==> src/rtl/pwm_pkg.sv <==
// rtl/pwm_pkg.sv - shared types and level helpers for the hue sequencer
// Purpose: sequencer state enum, hue phase enum, step size / peak level helpers.
// Ports: none (package).
package pwm_pkg;

  typedef enum logic [1:0] {
    OFF  = 2'd0,
    RUN  = 2'd1,
    HOLD = 2'd2
  } state_t;

  typedef enum logic [2:0] {
    PH_0 = 3'd0,
    PH_1 = 3'd1,
    PH_2 = 3'd2,
    PH_3 = 3'd3,
    PH_4 = 3'd4,
    PH_5 = 3'd5
  } phase_t;

  // Largest per-step increment that keeps a full phase ramp within the pwm range.
  function automatic int calc_step_size(input int pwm_interval, input int steps_per_phase);
    return (pwm_interval - 1) / steps_per_phase;
  endfunction

  // Peak channel level: exactly where a full ramp of STEP_SIZE increments lands.
  function automatic int calc_level_max(input int pwm_interval, input int steps_per_phase);
    return calc_step_size(pwm_interval, steps_per_phase) * steps_per_phase;
  endfunction

endpackage

==> src/rtl/pwm_hue_sequencer_if.sv <==
// rtl/pwm_hue_sequencer_if.sv - control and colour bundle of the hue sequencer
// Purpose: groups start/pause/stop controls and the r/g/b/phase/busy/wheel_done results.
// Ports: master drives start, pause, stop and observes the results; slave is the sequencer.
interface pwm_hue_sequencer_if #(
  parameter int PWM_INTERVAL = 1000
);
  localparam int W = $clog2(PWM_INTERVAL);

  logic         start;
  logic         pause;
  logic         stop;
  logic [W-1:0] r_value;
  logic [W-1:0] g_value;
  logic [W-1:0] b_value;
  logic [2:0]   phase;
  logic         busy;
  logic         wheel_done;

  modport master (
    output start, pause, stop,
    input  r_value, g_value, b_value, phase, busy, wheel_done
  );

  modport slave (
    input  start, pause, stop,
    output r_value, g_value, b_value, phase, busy, wheel_done
  );
endinterface

==> src/rtl/pwm_period_tick.sv <==
// rtl/pwm_period_tick.sv - free-running pwm period counter with end-of-period tick
// Purpose: counts 0..PWM_INTERVAL-1 forever; tick is high on the last count.
// Ports: clk, rst_n (sync active-low), tick (high while count == PWM_INTERVAL-1).
module pwm_period_tick #(
  parameter int PWM_INTERVAL = 1000
) (
  input  logic clk,
  input  logic rst_n,
  output logic tick
);
  localparam int CW = $clog2(PWM_INTERVAL);
  localparam logic [CW-1:0] LAST = CW'(PWM_INTERVAL - 1);

  logic [CW-1:0] count_q;

  always_ff @(posedge clk) begin
    if (!rst_n) begin
      count_q <= '0;
    end else if (count_q == LAST) begin
      count_q <= '0;
    end else begin
      count_q <= count_q + CW'(1);
    end
  end

  assign tick = (count_q == LAST);
endmodule

==> src/rtl/pwm_hue_sequencer.sv <==
// rtl/pwm_hue_sequencer.sv - sequences r/g/b pwm levels around a 6-phase hue wheel
// Purpose: ramps one channel per phase by STEP_SIZE every UPDATE_PERIODS pwm periods.
// Ports: clk, rst_n (sync active-low), ctrl (slave): start/pause/stop in;
//        r_value/g_value/b_value, phase, busy, wheel_done out (all registered).
module pwm_hue_sequencer
  import pwm_pkg::*;
#(
  parameter int PWM_INTERVAL    = 1000,
  parameter int STEPS_PER_PHASE = 111,
  parameter int UPDATE_PERIODS  = 18
) (
  input  logic               clk,
  input  logic               rst_n,
  pwm_hue_sequencer_if.slave ctrl
);
  localparam int W  = $clog2(PWM_INTERVAL);
  localparam int KW = $clog2(STEPS_PER_PHASE + 1);
  localparam int PW = $clog2(UPDATE_PERIODS + 1);
  localparam logic [W-1:0]  STEP      = W'(calc_step_size(PWM_INTERVAL, STEPS_PER_PHASE));
  localparam logic [W-1:0]  LEVEL_MAX = W'(calc_level_max(PWM_INTERVAL, STEPS_PER_PHASE));
  localparam logic [KW-1:0] K_LAST    = KW'(STEPS_PER_PHASE - 1);
  localparam logic [PW-1:0] P_LAST    = PW'(UPDATE_PERIODS - 1);

  if (STEPS_PER_PHASE < 1 || STEPS_PER_PHASE > PWM_INTERVAL - 1) begin : g_bad_steps
    $error("STEPS_PER_PHASE must be in 1..PWM_INTERVAL-1");
  end
  if (UPDATE_PERIODS < 1) begin : g_bad_update
    $error("UPDATE_PERIODS must be at least 1");
  end

  state_t        state_q, state_nx;
  phase_t        phase_q;
  logic [KW-1:0] step_q;
  logic [PW-1:0] per_q;
  logic [W-1:0]  r_q, g_q, b_q;
  logic          wheel_done_q;
  logic          tick;
  logic          count_en;
  logic          advance;

  pwm_period_tick #(.PWM_INTERVAL(PWM_INTERVAL)) u_tick (
    .clk   (clk),
    .rst_n (rst_n),
    .tick  (tick)
  );

  // RUN ignores a tick in the same cycle pause rises, so the hold is clean.
  assign count_en = (state_q == RUN) && !ctrl.pause && tick;
  assign advance  = count_en && (per_q == P_LAST);

  always_ff @(posedge clk) begin
    if (!rst_n) begin
      state_q <= OFF;
    end else begin
      state_q <= state_nx;
    end
  end

  always_comb begin
    state_nx = state_q;
    if (ctrl.stop) begin
      state_nx = OFF;
    end else if (ctrl.start) begin
      state_nx = ctrl.pause ? HOLD : RUN;
    end else begin
      case (state_q)
        RUN:     if (ctrl.pause)  state_nx = HOLD;
        HOLD:    if (!ctrl.pause) state_nx = RUN;
        default: state_nx = state_q;
      endcase
    end
  end

  // Only the ramping channel of the current phase moves; stepping it across the
  // phase boundary lands it exactly on LEVEL_MAX or 0, so no separate reload is needed.
  always_ff @(posedge clk) begin
    if (!rst_n) begin
      r_q          <= '0;
      g_q          <= '0;
      b_q          <= '0;
      phase_q      <= PH_0;
      step_q       <= '0;
      per_q        <= '0;
      wheel_done_q <= 1'b0;
    end else begin
      wheel_done_q <= 1'b0;
      if (ctrl.stop) begin
        r_q     <= '0;
        g_q     <= '0;
        b_q     <= '0;
        phase_q <= PH_0;
        step_q  <= '0;
        per_q   <= '0;
      end else if (ctrl.start) begin
        r_q     <= LEVEL_MAX;
        g_q     <= '0;
        b_q     <= '0;
        phase_q <= PH_0;
        step_q  <= '0;
        per_q   <= '0;
      end else if (advance) begin
        per_q <= '0;
        case (phase_q)
          PH_0:    g_q <= g_q + STEP;
          PH_1:    r_q <= r_q - STEP;
          PH_2:    b_q <= b_q + STEP;
          PH_3:    g_q <= g_q - STEP;
          PH_4:    r_q <= r_q + STEP;
          default: b_q <= b_q - STEP;
        endcase
        if (step_q == K_LAST) begin
          step_q <= '0;
          if (phase_q == PH_5) begin
            phase_q      <= PH_0;
            wheel_done_q <= 1'b1;
          end else begin
            phase_q <= phase_t'(phase_q + 3'd1);
          end
        end else begin
          step_q <= step_q + KW'(1);
        end
      end else if (count_en) begin
        per_q <= per_q + PW'(1);
      end
    end
  end

  assign ctrl.r_value    = r_q;
  assign ctrl.g_value    = g_q;
  assign ctrl.b_value    = b_q;
  assign ctrl.phase      = phase_q;
  assign ctrl.busy       = (state_q != OFF);
  assign ctrl.wheel_done = wheel_done_q;
endmodule

==> src/flat_wrapper.sv <==
// flat-port wrapper written by rule: the top's interface ports become plain ports
module pwm_hue_sequencer_flat import pwm_pkg::*;
#(
  parameter int PWM_INTERVAL    = 1000,
  parameter int STEPS_PER_PHASE = 111,
  parameter int UPDATE_PERIODS  = 18
)
  (clk, rst_n, ctrl_start, ctrl_pause, ctrl_stop, ctrl_r_value, ctrl_g_value, ctrl_b_value, ctrl_phase, ctrl_busy, ctrl_wheel_done);
  pwm_hue_sequencer_if #(.PWM_INTERVAL(PWM_INTERVAL)) ctrl_i ();
  input  logic clk;
  input  logic rst_n;
  input wire logic [$bits(ctrl_i.start)-1:0] ctrl_start;
  input wire logic [$bits(ctrl_i.pause)-1:0] ctrl_pause;
  input wire logic [$bits(ctrl_i.stop)-1:0] ctrl_stop;
  output wire logic [$bits(ctrl_i.r_value)-1:0] ctrl_r_value;
  output wire logic [$bits(ctrl_i.g_value)-1:0] ctrl_g_value;
  output wire logic [$bits(ctrl_i.b_value)-1:0] ctrl_b_value;
  output wire logic [$bits(ctrl_i.phase)-1:0] ctrl_phase;
  output wire logic [$bits(ctrl_i.busy)-1:0] ctrl_busy;
  output wire logic [$bits(ctrl_i.wheel_done)-1:0] ctrl_wheel_done;
  assign ctrl_i.start = ctrl_start;
  assign ctrl_i.pause = ctrl_pause;
  assign ctrl_i.stop = ctrl_stop;
  assign ctrl_r_value = ctrl_i.r_value;
  assign ctrl_g_value = ctrl_i.g_value;
  assign ctrl_b_value = ctrl_i.b_value;
  assign ctrl_phase = ctrl_i.phase;
  assign ctrl_busy = ctrl_i.busy;
  assign ctrl_wheel_done = ctrl_i.wheel_done;
  pwm_hue_sequencer #(.PWM_INTERVAL(PWM_INTERVAL), .STEPS_PER_PHASE(STEPS_PER_PHASE), .UPDATE_PERIODS(UPDATE_PERIODS)) u_core (.clk(clk), .rst_n(rst_n), .ctrl(ctrl_i));
endmodule
==> config.mk <==
export PLATFORM = sky130hd
export DESIGN_NAME = pwm_hue_sequencer_flat
export DESIGN_NICKNAME = d
export VERILOG_FILES = /design/src/rtl/pwm_pkg.sv /design/src/rtl/pwm_hue_sequencer_if.sv /design/src/rtl/pwm_period_tick.sv /design/src/rtl/pwm_hue_sequencer.sv /design/src/flat_wrapper.sv
export SDC_FILE = /design/constraint.sdc
export NUM_CORES = 1
export LEC_CHECK = 0
export ABC_AREA = 1
export CORE_MARGIN = 3
export CORE_UTILIZATION = 30
export CTS_CLUSTER_DIAMETER = 60
export DETAILED_ROUTE_END_ITERATION = 10
export HOLD_SLACK_MARGIN = 0.05
export PLACE_DENSITY = 0.55
export SLEW_MARGIN = 25
export SYNTH_ARGS = -nofsm -noshare
export SYNTH_HDL_FRONTEND = slang
export SYNTH_HIERARCHICAL = 1
export SYNTH_SLANG_ARGS = --single-unit
==> constraint.sdc <==
create_clock -name clk -period 3.3 [get_ports clk]
set_input_delay 0.33 -clock clk [delete_from_list [all_inputs] [get_ports clk]]
set_output_delay 0.33 -clock clk [all_outputs]
set_load 0.01 [all_outputs]
==> flow_metrics.py, run 1 <==
metrics = {
    "cells_and_area": {
        "final_cell_mix": "nand2_1, inv_1, dfxtp_1, nor2_1, a21oi_1",
        "antenna_cells": 0,
        "nets": 646,
        "fillers": 1300,
        "mostFrequentLayoutCell": "nand2_1",
        "syn_to_final_growth_pct": 21.7,
        "utilization": 0.380,
        "fin_area_um2": 4660,
        "drive_gt1_frac": 0.0588,
    },
    "timing": {
        "fin_setup_tns_ns": 0,
        "fin_crit_ns": 2.50,
        "fin_skew_ns": 0.00745,
        "finalCritPeriodShare": 0.756,
        "worst_pin_slew_ns": 0.600,
        "finalHoldViolCount": 0,
        "slew_headroom": 0.599,
        "rsz0062_at_grt": "false",
        "setup_ws_ns": 0.804,
        "whs_ns": 0.445,
        "finalSetupViolCount": 0,
        "max_freq_ghz": 0.401,
        "slew_viol_final": 0,
    },
    "hold_path": {
        "min_path_type": "reg -> reg",
    },
    "critical_path": {
        "cp_max_fo": 18,
        "cp_common_cell": "nand2_1",
        "setup.worst_path.start_class": "flip-flop",
        "crit_required_ns": 3.52,
        "path_class": "reg -> reg",
        "cp_slowest_cell": "dfxtp_1",
        "critPathCaptureType": "flip-flop",
        "crit_arrival_ns": 2.72,
        "cp_cell_sequence": "ha_1 -> nand2_1 -> inv_1 -> nand3_1 -> nor3_1 -> nand2_1 -> nor2_4 -> inv_2 -> nor2_4 -> nand2_1 -> inv_2 -> nand2_1 -> o21ai_0 -> inv_1",
        "worst_path_largest_cell_delay_ns": 0.35,
    },
    "grt": {
        "grt_pass1_vias": 3426,
        "grt_max_degree": 20,
        "grt-ovfl-total": 0,
        "grt_pass1_wl_um": 15800,
        "grt_use_total": 0.134,
        "antenna_found_initial": 0,
    },
    "detailed_routing": {
        "vias_per_cell": 4.65,
        "ant_nets": 0,
        "wl_per_cell_um": 11.7,
        "postRouteWirelength_um": 9090,
        "vias": 3630,
        "drcViolationCount": 0,
        "drtIter0Drc": 159,
        "detail_route.first_pass.iterations": 4,
    },
    "place": {
        "place_ws_ns": 0.795,
        "dpl.hpwl_um": 6680,
        "port_buffers": 39,
        "postPlaceCellArea_um2": 4380,
        "gp_congestion": 0.885,
    },
    "clock_network": {
        "post_cts_buffers": 0,
        "cts_root_buf": "clkbuf_16",
        "clock_path_buffers": 2,
        "clk_latency_ns": 0.33,
        "cts_resized": 0,
        "htree_levels": 3,
        "cts.clk_slew.worst_paths_ns": 0.05,
        "cts_tree": "yes",
        "cts_sinks": 58,
        "cts_buffers": 9,
        "cts_hold_buf": 0,
    },
    "synth": {
        "synth-warning-count": 6,
        "synth_fp_nets": 602,
        "synth_cell_types": 38,
        "yosys_register_bits": 58,
        "syn-instance-count": 563,
        "syn_area_um2": 3830,
        "syn_avg_cell_area_um2": 6.80,
        "ys_seq_area_frac": 0.303,
    },
    "die": {
        "row_count": 40,
        "initial_core_util": 0.312,
        "die_y_um": 119,
        "die_width_um": 119,
        "die-area_um2": 14200,
        "io_pins": 40,
        "core_um2": 12300,
    },
    "power": {
        "powerDensity_nw_per_um2": 361,
        "max-vdd-ir-drop_v": 0.000204,
        "p_leak_nw": 2.09,
    },
    "run": {
        "maxCapViolCount": 0,
    },
    "run_status": {
        "outcome": "completed",
    },
}
metrics by stage:
stage / instances / power (W)
2_1_floorplan: 563 / 0.000790
3_3_place_gp: 764 / 0.000819
3_5_place_dp: 764 / 0.000821
4_1_cts: 780 / 0.00172
5_1_grt: 780 / 0.00176
6_report: 780 / 0.00168
cells in the mapped netlist:
| cell type | number | area share |
|---|---|---|
| a211oi_1 | 2 | 0.0039 |
| a21o_1 | 5 | 0.0098 |
| a21oi_1 | 50 | 0.065 |
| a21oi_2 | 2 | 0.0046 |
| a31oi_1 | 2 | 0.0033 |
| and2_1 | 1 | 0.0016 |
| buf_2 | 2 | 0.0026 |
| buf_4 | 1 | 0.0020 |
| buf_6 | 3 | 0.0088 |
| clkinv_1 | 1 | 0.00098 |
| clkinv_2 | 1 | 0.0013 |
| dfxtp_1 | 58 | 0.30 |
| fa_1 | 3 | 0.016 |
| ha_1 | 31 | 0.10 |
| inv_1 | 76 | 0.074 |
| inv_2 | 5 | 0.0049 |
| nand2_1 | 140 | 0.14 |
| nand2_2 | 2 | 0.0033 |
| nand2_4 | 2 | 0.0059 |
| nand2b_1 | 2 | 0.0033 |
| nand3_1 | 47 | 0.061 |
| nand3b_1 | 2 | 0.0039 |
| nand4_1 | 9 | 0.015 |
| nor2_1 | 57 | 0.056 |
| nor2_2 | 2 | 0.0033 |
| nor2_4 | 3 | 0.0088 |
| nor2_8 | 1 | 0.0052 |
| nor3_1 | 5 | 0.0065 |
| nor3b_1 | 2 | 0.0039 |
| o211ai_1 | 1 | 0.0020 |
| o21a_1 | 5 | 0.0098 |
| o21ai_0 | 14 | 0.018 |
| o21ai_1 | 3 | 0.0039 |
| o21bai_1 | 3 | 0.0059 |
| o22ai_1 | 2 | 0.0033 |
| or2_2 | 2 | 0.0033 |
| xnor2_1 | 8 | 0.018 |
| xor2_1 | 8 | 0.018 |
final cells by class:
cell class	count	area [µm²]	area share
Multi-Input combinational cell	416	2300	0.495
Sequential cell	58	1160	0.249
Timing Repair Buffer	39	390	0.0838
Inverter	83	313	0.0671
Clock buffer	10	239	0.0513
Tap cell	168	210	0.0451
Clock inverter	6	41.3	0.00886
kinds of logic after synthesis:
logic type,synth area share
xor+xnor,0.0366
buf+inv,0.0951
flops,0.303
fa+ha+maj,0.117
simple gates,0.318
compound gates,0.130
state kept, by name (all words and copies together), names as in the netlist:
name and cells:
u_core/step_q 7, u_core/ctrl.phase 3, u_core/ctrl.wheel_done 1, u_core/per_q 5
u_core/state_q 2, u_core/u_tick/count_q 10, u_core/ctrl.r_value 10, u_core/ctrl.g_value 10
u_core/ctrl.b_value 10
worst max-delay path: cells and delay by family, from the launching register on:
kind	cells	cell delay, ns
fa+ha+maj	1	0.20
flops	1	0.35
buf+inv	4	0.50
compound gates	1	0.14
simple gates	8	1.18
routing by layer:
layer  track usage  wire length (µm)  part of all wire
met1         0.176              4440              0.49
met2         0.206              4020              0.44
met3        0.0337               390             0.043
met4        0.0615               235             0.026
met5             0                 0                 0
power by group:
part / internal, W / switching, W / leakage (nW) / total (W)
logic: 0.0000366 / 0.0000516 / 1.49 / 0.0000882
registers: 0.000709 / 0.00000824 / 0.469 / 0.000718
clock network: 0.000527 / 0.000351 / 0.131 / 0.000878
worst paths after layout:
| kind | startpoint | to | slack (ns) | cells past startpoint |
|---|---|---|---|---|
| setup / recovery | u_core/u_tick/count_q[0]$_SDFF_PP0_ | u_core/ctrl.b_value[7]$_SDFFE_PP0P_ | 0.80 | 14 |
| hold / removal | u_core/u_tick/count_q[0]$_SDFF_PP0_ | u_core/u_tick/count_q[0]$_SDFF_PP0_ | 0.44 | 1 |
| setup reg to reg | u_core/u_tick/count_q[0]$_SDFF_PP0_ | u_core/ctrl.b_value[7]$_SDFFE_PP0P_ | 0.80 | 14 |
| hold reg to reg | u_core/u_tick/count_q[0]$_SDFF_PP0_ | u_core/u_tick/count_q[0]$_SDFF_PP0_ | 0.44 | 1 |
(Power assumes the default switching activity.)
==> run 2, diff against run 1 <==
- PLACE_DENSITY: 0.55 -> 0.56
- clock period: 3.3 -> 2.1 ns (I/O delays scaled with it)
==> run 2 against run 1 <==
Cell count grew 3.3%. Flip-flop and latch count did not move. Hold slack lost 0.0064 ns. Combinational power up 75%. Global-route usage shrank 0.73 points. Register-to-register slack lost 0.72 ns. Sequential power up 57%. Core utilization grew 3.2 points. Routed wire length decreased by 2.3%.
==> flow_metrics.py, run 2 (synthesis gave the netlist of run 1 again) <==
metrics = {
    "timing": {
        "slew_headroom": 0.798,
        "slew_viol_final": 0,
        "finalHoldViolCount": 0,
        "finalCritPeriodShare": 0.960,
        "rsz0062_at_grt": "true",
        "whs_ns": 0.439,
        "worst_pin_slew_ns": 0.302,
        "fin_crit_ns": 2.02,
        "max_freq_ghz": 0.496,
        "finalSetupViolCount": 0,
        "fin_skew_ns": 0.00731,
    },
    "power": {
        "p_comb_frac": 0.058,
        "p_seq_frac": 0.425,
        "max-vdd-ir-drop_v": 0.000407,
        "p_sw_w": 0.000587,
        "p_leak_nw": 2.21,
        "p_int_w": 0.00208,
        "powerDensity_nw_per_um2": 528,
        "clkPwrFrac": 0.518,
        "swShare": 0.220,
    },
    "die": {
        "initial_core_util": 0.312,
        "row_count": 40,
        "die_width_um": 119,
        "die_y_um": 119,
        "die-area_um2": 14200,
        "core_um2": 12300,
        "io_pins": 40,
    },
    "critical_path": {
        "setup.worst_path.start_class": "flip-flop",
        "cp_cell_sequence": "ha_4 -> nand2_2 -> inv_2 -> nand3_2 -> nor3_2 -> nand2_1 -> nor2_4 -> inv_2 -> nor2_4 -> buf_6 -> nand2_8 -> buf_8 -> nor2_2 -> nand2_1 -> a21oi_2",
        "critPathCaptureType": "flip-flop",
        "cp_max_fo": 8,
        "cp_num_buf_inv": 4,
        "cp_slowest_cell": "dfxtp_2",
        "path_class": "reg -> reg",
        "critPathTopFamily": "simple AND/OR/NAND/NOR gates",
        "worst_path_largest_cell_delay_ns": 0.35,
        "crit_required_ns": 2.36,
        "crit_arrival_ns": 2.28,
    },
    "clock_network": {
        "cts_hold_buf": 0,
        "htree_levels": 3,
        "cts.clk_slew.worst_paths_ns": 0.05,
        "cts_buffers": 9,
        "clk_latency_ns": 0.32,
        "cts_tree": "yes",
        "cts_root_buf": "clkbuf_16",
        "clock_path_buffers": 2,
        "cts_sinks": 58,
    },
    "grt": {
        "grt_use_total": 0.127,
        "antenna_found_initial": 0,
        "grt_pass1_vias": 3360,
        "grt_max_degree": 19,
        "grt-ovfl-total": 0,
        "grt_pass1_wl_um": 15000,
    },
    "cells_and_area": {
        "fin_cells": 806,
        "final_cell_mix": "nand2_1, inv_1, dfxtp_1, nor2_1, nand3_1",
        "antenna_cells": 0,
        "nets": 672,
        "mostFrequentLayoutCell": "nand2_1",
        "drive_gt1_frac": 0.144,
        "utilization": 0.412,
        "syn_to_final_growth_pct": 32.0,
    },
    "detailed_routing": {
        "drcViolationCount": 0,
        "detail_route.first_pass.iterations": 5,
        "ant_nets": 0,
        "drtIter0Drc": 242,
        "vias_per_cell": 4.66,
        "postRouteWirelength_um": 8880,
        "vias": 3753,
        "wl_per_cell_um": 11.0,
    },
    "place": {
        "dpl.hpwl_um": 6720,
        "port_buffers": 39,
        "dpl.cell_count": 785,
        "gp_congestion": 0.880,
    },
    "run_status": {
        "outcome": "completed",
    },
    "run": {
        "maxCapViolCount": 0,
    },
    "hold_path": {
        "min_path_type": "reg -> reg",
    },
}
[run 2: cell types whose count changed in the layout (fill, tap and decap cells not counted), moves of 4 or more]
| cell | previous run | this run |
|---|---|---|
| a21oi_2 | 2 | 10 |
| buf_4 | 0 | 20 |
| nand2_1 | 140 | 136 |
| nor2_1 | 57 | 53 |
| a21oi_1 | 50 | 42 |
| ha_1 | 31 | 26 |
[run 2: worst paths after layout]
| kind | cells after the start | endpoint | slack, ns | from |
|---|---|---|---|---|
| max | 15 | u_core/ctrl.r_value[6]$_SDFFE_PP0P_ | 0.08 | u_core/u_tick/count_q[1]$_SDFF_PP0_ |
| min | 1 | u_core/u_tick/count_q[0]$_SDFF_PP0_ | 0.44 | u_core/u_tick/count_q[0]$_SDFF_PP0_ |
| max reg2reg | 15 | u_core/ctrl.r_value[6]$_SDFFE_PP0P_ | 0.08 | u_core/u_tick/count_q[1]$_SDFF_PP0_ |
| min reg2reg | 1 | u_core/u_tick/count_q[0]$_SDFF_PP0_ | 0.44 | u_core/u_tick/count_q[0]$_SDFF_PP0_ |
[run 2: power by group through the flow]
stage | clock network, W | logic, W | registers [W]
detailed placement | 0 | 0.000145 | 0.00115
global route | 0.00148 | 0.000175 | 0.00113
finish | 0.00138 | 0.000154 | 0.00113
floorplan | 0 | 0.0000888 | 0.00115
global placement | 0 | 0.000143 | 0.00115
CTS | 0.00143 | 0.000146 | 0.00113
[run 2: repair_timing]
| item | in CTS | in global routing |
|---|---|---|
| setup endpoints to repair | 0 | 41 |
| buffers inserted | 0 | 4 |
| endpoints found under the hold margin | 0 | 0 |
| resized for setup | 0 | 49 |
[run 2: layout make-up]
class / instances / area (µm²)
clock buffers: 15 / 278
clock inverters: 1 / 7.51
fillers: 1264 / 7210
inverters: 83 / 333
multi-input cells: 416 / 2440
flip-flops and latches: 58 / 1160
well taps: 168 / 210
repair buffers: 64 / 618
repair inverters: 1 / 5.00
[run 2: metrics by stage]
step	setup TNS (ns)	total power [W]	setup slack [ns]	area, µm²
floorplan	0	0.00124	0.0351	3830
global placement	0	0.00129	0.0456	4560
detailed placement	0	0.00130	0.0361	4560
CTS	0	0.00270	0.00292	4850
global route	-1.54	0.00279	-0.137	5050
finish	0	0.00267	0.0839	5050
[run 2: metal layers]
metal | global-route usage | part of all wire | vias up
li1 | - | - | 1970
met1 | 0.167 | 0.49 | 1703
met2 | 0.199 | 0.45 | 71
met3 | 0.0366 | 0.044 | 9
met4 | 0.0420 | 0.014 | 0
met5 | 0 | 0 | -
